**src/rtl/timer_bank.sv**
```systemverilog
// Bank of independent prescaled up-counting timers behind a small register bus.
// Each channel exposes COUNT, PERIOD, CONTROL and STATUS and raises a shared level irq.
module timer_bank #(
    parameter int  CHANNELS = 2,
    parameter int  WIDTH    = 16,
    localparam int ADDR_W   = 2 + ((CHANNELS > 1) ? $clog2(CHANNELS) : 0)
) (
    input  logic              clock,
    input  logic              reset,
    input  logic              chipselect,
    input  logic [ADDR_W-1:0] addr,
    input  logic              write_en,
    input  logic [WIDTH-1:0]  write_data,
    input  logic              read_en,
    output logic [WIDTH-1:0]  read_data,
    output logic              irq
);

    localparam int IDX_W = (CHANNELS > 1) ? $clog2(CHANNELS) : 1;

    // Bus: no handshake. An access is one cycle wide and is qualified by chipselect;
    // a write lands on the next edge, a read loads read_data on the next edge with the
    // pre-write register value, and read_data holds between reads.
    logic [IDX_W-1:0] ch_idx;
    logic [1:0]       reg_idx;
    logic             ch_ok;
    logic             wr_ok;
    logic             rd_ok;

    if (CHANNELS > 1) begin : g_multi
        assign ch_idx = addr[ADDR_W-1:2];
    end else begin : g_single
        assign ch_idx = 1'b0;
    end

    assign reg_idx = addr[1:0];
    assign ch_ok   = ({{(32-IDX_W){1'b0}}, ch_idx} < 32'(CHANNELS));
    assign wr_ok   = chipselect && write_en && ch_ok;
    assign rd_ok   = chipselect && read_en && ch_ok;

    logic [WIDTH-1:0] count_q   [CHANNELS];
    logic [WIDTH-1:0] count_d   [CHANNELS];
    logic [WIDTH-1:0] period_q  [CHANNELS];
    logic [WIDTH-1:0] period_d  [CHANNELS];
    logic [3:0]       ps_q      [CHANNELS];
    logic [3:0]       ps_d      [CHANNELS];
    logic [14:0]      pre_q     [CHANNELS];
    logic [14:0]      pre_d     [CHANNELS];
    logic             run_q     [CHANNELS];
    logic             run_d     [CHANNELS];
    logic             reload_q  [CHANNELS];
    logic             reload_d  [CHANNELS];
    logic             irq_en_q  [CHANNELS];
    logic             irq_en_d  [CHANNELS];
    logic             pending_q [CHANNELS];
    logic             pending_d [CHANNELS];

    logic [WIDTH-1:0] read_data_q;
    logic             irq_q;
    logic             irq_any;
    logic [WIDTH-1:0] rd_val;

    always_comb begin : next_state
        logic        wr_ch;
        logic        tick;
        logic        expire;
        logic        start;
        logic [14:0] pre_top;
        wr_ch   = 1'b0;
        tick    = 1'b0;
        expire  = 1'b0;
        start   = 1'b0;
        pre_top = '0;
        irq_any = 1'b0;
        for (int c = 0; c < CHANNELS; c++) begin
            wr_ch   = wr_ok && (ch_idx == IDX_W'(c));
            pre_top = (15'd1 << ps_q[c]) - 15'd1;
            tick    = run_q[c] && (pre_q[c] == pre_top);
            expire  = tick && (count_q[c] >= period_q[c]);

            count_d[c]  = count_q[c];
            period_d[c] = period_q[c];
            ps_d[c]     = ps_q[c];
            run_d[c]    = run_q[c];
            reload_d[c] = reload_q[c];
            irq_en_d[c] = irq_en_q[c];

            if (tick) begin
                if (expire) begin
                    if (reload_q[c]) count_d[c] = '0;
                    else             run_d[c]   = 1'b0;
                end else begin
                    count_d[c] = count_q[c] + WIDTH'(1);
                end
            end

            // Expiry beats a same-cycle write-1-to-clear.
            pending_d[c] = expire ||
                           (pending_q[c] && !(wr_ch && (reg_idx == 2'd3) && write_data[1]));

            if (wr_ch) begin
                case (reg_idx)
                    2'd0: count_d[c]  = write_data;
                    2'd1: period_d[c] = write_data;
                    2'd2: begin
                        run_d[c]    = write_data[0];
                        reload_d[c] = write_data[1];
                        irq_en_d[c] = write_data[2];
                        ps_d[c]     = write_data[7:4];
                    end
                    default: ;
                endcase
            end

            start    = wr_ch && (reg_idx == 2'd2) && write_data[0];
            pre_d[c] = (!run_d[c] || start || tick) ? 15'd0 : pre_q[c] + 15'd1;
            irq_any  = irq_any | (pending_q[c] & irq_en_q[c]);
        end
    end

    always_comb begin : read_mux
        rd_val = '0;
        for (int c = 0; c < CHANNELS; c++) begin
            if (ch_idx == IDX_W'(c)) begin
                case (reg_idx)
                    2'd0: rd_val = count_q[c];
                    2'd1: rd_val = period_q[c];
                    2'd2: begin
                        rd_val[7:4] = ps_q[c];
                        rd_val[2]   = irq_en_q[c];
                        rd_val[1]   = reload_q[c];
                        rd_val[0]   = run_q[c];
                    end
                    default: begin
                        rd_val[1] = pending_q[c];
                        rd_val[0] = run_q[c];
                    end
                endcase
            end
        end
    end

    always_ff @(posedge clock or posedge reset) begin
        if (reset) begin
            for (int c = 0; c < CHANNELS; c++) begin
                count_q[c]   <= '0;
                period_q[c]  <= '0;
                ps_q[c]      <= '0;
                pre_q[c]     <= '0;
                run_q[c]     <= 1'b0;
                reload_q[c]  <= 1'b0;
                irq_en_q[c]  <= 1'b0;
                pending_q[c] <= 1'b0;
            end
            read_data_q <= '0;
            irq_q       <= 1'b0;
        end else begin
            for (int c = 0; c < CHANNELS; c++) begin
                count_q[c]   <= count_d[c];
                period_q[c]  <= period_d[c];
                ps_q[c]      <= ps_d[c];
                pre_q[c]     <= pre_d[c];
                run_q[c]     <= run_d[c];
                reload_q[c]  <= reload_d[c];
                irq_en_q[c]  <= irq_en_d[c];
                pending_q[c] <= pending_d[c];
            end
            if (rd_ok) read_data_q <= rd_val;
            irq_q <= irq_any;
        end
    end

    assign read_data = read_data_q;
    assign irq       = irq_q;

endmodule

```
**config.mk**
```make
export PLATFORM = sky130hd
export DESIGN_NAME = timer_bank
export DESIGN_NICKNAME = d
export VERILOG_FILES = /design/src/rtl/timer_bank.sv
export SDC_FILE = /design/constraint.sdc
export NUM_CORES = 1
export LEC_CHECK = 0
export ABC_AREA = 1
export ABC_CLOCK_PERIOD_IN_PS = 6650
export CAP_MARGIN = 40
export CORE_MARGIN = 1
export CORE_UTILIZATION = 50
export CTS_BUF_LIST = sky130_fd_sc_hd__clkbuf_4 sky130_fd_sc_hd__clkbuf_8 sky130_fd_sc_hd__clkbuf_16
export DETAILED_ROUTE_END_ITERATION = 8
export MAX_ROUTING_LAYER = met4
export PLACE_DENSITY = 0.68
export SLEW_MARGIN = 10
export SYNTH_ARGS = -nofsm -noshare
export SYNTH_HDL_FRONTEND = slang
export SYNTH_SLANG_ARGS = --single-unit
```
**constraint.sdc**
```tcl
create_clock -name clock -period 6.65 [get_ports clock]
set_clock_uncertainty 0.15 [all_clocks]
set_input_delay 1.33 -clock clock [delete_from_list [all_inputs] [get_ports clock]]
set_output_delay 1.33 -clock clock [all_outputs]
set_load 0.1 [all_outputs]
```
==> impl_metrics.ini <==
[pwr]
p_leak_nw = 4.91
ir_drop_v = 0.000212
switching_power_mw = 1.28
swShare_pct = 39.3
comb_power_share_pct = 35.1
power_density_nw_per_um2 = 325
seqPwrFrac_pct = 33.2
intPower_mw = 1.98
clockPowerShare_pct = 31.8

[synthesis]
synth_top_cell_by_area = dfrtp_1
syn_area_sq_um = 8510
syn_inst = 1228
synth_area_leaders = dfrtp_1 37%, nand2_1 15%, inv_1 7.2%
synth_edf_count = 0
synth_seq_cells = 127
synth_top_area_share_pct = 37.3
synth_fp_nets = 1290
avgSynthCellArea_sq_um = 6.93
synth-async-reset-ratio_pct = 100
synth.distinct_cells = 42
yosysSeqAreaShare_pct = 37.3
synth_top_flop_cell = dfrtp_1
synth_warnings = 0

[die]
ios = 41
core-area_sq_um = 16600
die_area_sq_um = 17500
die_h_microns = 132
start_util_pct = 51.3
rows = 47
die_x_microns = 132

[drt]
routed_wl_mm = 24.3
avgViaCountPerCell = 5.54
drt-wirelength-per-cell_microns = 16.1
via_count = 8370
first_pass_iters = 6
drtAntennaViolNets = 0
remaining_drc_errors = 0
drtIter0Drc = 725

[clock_tree]
clk_latency_ns = 0.44
numCtsBuffers = 17
cts_tree = built
cts_root_buffer = clkbuf_16
cts.repair.resized = 0
cts.sinks = 127
postCtsHoldBufs = 0
cts_buffer_depth = 2
h-tree-depth = 4
cts_setup_buffers = 0
path_clk_slew_ns = 0.06

[finish]
diodes = 0
final_layout_size_suffix_gt1_share_pct = 6.67
nNetsFinal = 1339
area_growth_pct = 17.8

[place]
io_buffers = 40
gp_congestion = 0.937
hpwlAfterDp_mm = 18.1

[worst_setup_path]
crit_path_start_kind = primary input
crit_type = in -> reg
endpoint_kind = flop
critPathRequiredTime_ns = 6.79
path_max_fanout = 20
critical_path_arrival_ns = 4.55

[run_status]
status = completed

[sta]
tightest_slew_ns = 0.891
finalCritPeriodShare_pct = 66.3
tns_ns = 0
hold_viol = 0
slew_headroom_pct = 40.2
fin_crit_ns = 4.41
drv_slew = 0
rsz0062_at_grt = false
setup_viol = 0
timing.fmax_mhz = 227
hold_slack_ns = 0.341

[global_route]
grt_usage_pct = 30.0
grt_max_degree = 70
overflow = 0
grt_pass1_wl_mm = 39.5
first_global_vias = 7704
antenna_found_initial = 0

[job]
max_cap_viol_count = 0

[min_path]
hold_class = reg -> reg
[power groups by stage]
stage	combinational [mW]	sequential, mW	clock (mW)
6_report	1.14	1.08	1.04
3_5_place_dp	1.13	1.09	0
5_1_grt	1.29	1.10	1.08
2_1_floorplan	0.730	1.15	0
3_3_place_gp	1.05	1.09	0
4_1_cts	1.14	1.08	1.04
[layer usage]
layer  track usage, %  up-vias  wire length [microns]
li1                 -     4085                      -
met1             38.5     3893                  10700
met2             46.9      341                  11300
met3             5.10       51                   1410
met4             12.3        0                    765
met5                -        -                      0
[final timing paths]
path                       depth (start not counted)                       end                     start  slack, ns
min in group asynchronous                          2   period_q[2]$_DFFE_PP0P_                     reset       1.10
min reg2reg                                        2  period_q[30]$_DFFE_PP0P_  period_q[30]$_DFFE_PP0P_       0.34
min                                                2  period_q[30]$_DFFE_PP0P_  period_q[30]$_DFFE_PP0P_       0.34
max                                                9       pre_q[11]$_DFF_PP0_                   addr[2]       2.24
max in group asynchronous                          4  read_data[3]$_DFFE_PP0P_                     reset       4.17
max reg2reg                                       17       pre_q[11]$_DFF_PP0_       ps_q[3]$_DFFE_PP0P_       3.34
[cell type report]
cell class,count,area [sq um]
multi-input cells,891,4510
well taps,220,275
flip-flops and latches,127,3180
clock inverters,12,181
inverters,174,658
repair buffers,66,754
clock buffers,20,467
fillers,1524,6560
[registers in the layout, summed over array words and instances, names as in the netlist]
name and count:
reload_q 2, run_q 2, pre_q 30, read_data 16, count_q 32, irq 1
pending_q 2, irq_en_q 2, period_q 32, ps_q 8
[worst max-delay path, cell delays in order]
cell and delay (ns):
clkdlybuf4s50_1 0.46, buf_4 0.23, inv_1 0.25, nor3_1 0.80, inv_1 0.22, nor2_1 0.56
nor2_1 0.18, nand2_1 0.42, nor2_1 0.10
[Yosys cell counts (all sizes together) (2+ instances only)]
library cell,count
a21oi,47
a221oi,12
buf,12
clkbuf,24
dfrtp,127
ha,38
inv,173
nand2,345
nand3,105
nand3b,3
nand4,22
nor2,136
nor3,15
nor4,4
o21ai,96
o21bai,2
o221ai,7
o22ai,16
o31ai,2
xnor2,4
xor2,28
[placed cells by master, fill, tap and decap left out, types with 2 or more instances in the layout]
cell type        netlist  routed
nand2_1              340     340
inv_1                164     163
nor2_1               129     128
dfrtp_1              127     127
nand3_1              103     103
o21ai_0               93      93
a21oi_1               47      47
clkdlybuf4s50_1        0      40
ha_1                  38      38
xor2_1                27      27
nand4_1               22      22
buf_8                  0      18
clkbuf_16              0      17
o22ai_1               16      16
nor3_1                15      14
a221oi_1              12      12
inv_2                  9       9
o221ai_1               7       7
buf_4                  7       6
nor2_4                 4       4
nor2_2                 3       4
xnor2_1                4       4
nor4_1                 4       4
clkinvlp_4             0       4
bufinv_16              0       4
nand3b_1               3       3
nand2_2                3       3
o21ai_1                3       3
inv_6                  0       3
clkbuf_8               0       3
o21bai_1               2       2
nand2_4                2       2
nand3_2                2       2
o31ai_1                2       2
[kinds of logic after synthesis]
family	share of synthesized area [%]
fa+ha+maj	5.59
xor+xnor	3.38
flops	37.3
buf+inv	9.78
compound gates	12.3
simple gates	31.6
[stage by stage]
stage          utilization [%]  power, mW  setup slack, ns  cell area, sq um  instances
2_1_floorplan                -       1.88             1.79              8510       1228
3_5_place_dp              56.5       2.22             1.93              9380       1478
6_report                  60.4       3.26             2.24             10000       1510
4_1_cts                   60.4       3.26             2.35             10000       1510
3_3_place_gp              54.6       2.14             1.83              9060       1457
5_1_grt                   60.4       3.47             1.98             10000       1510
(Power assumes the default switching activity.)
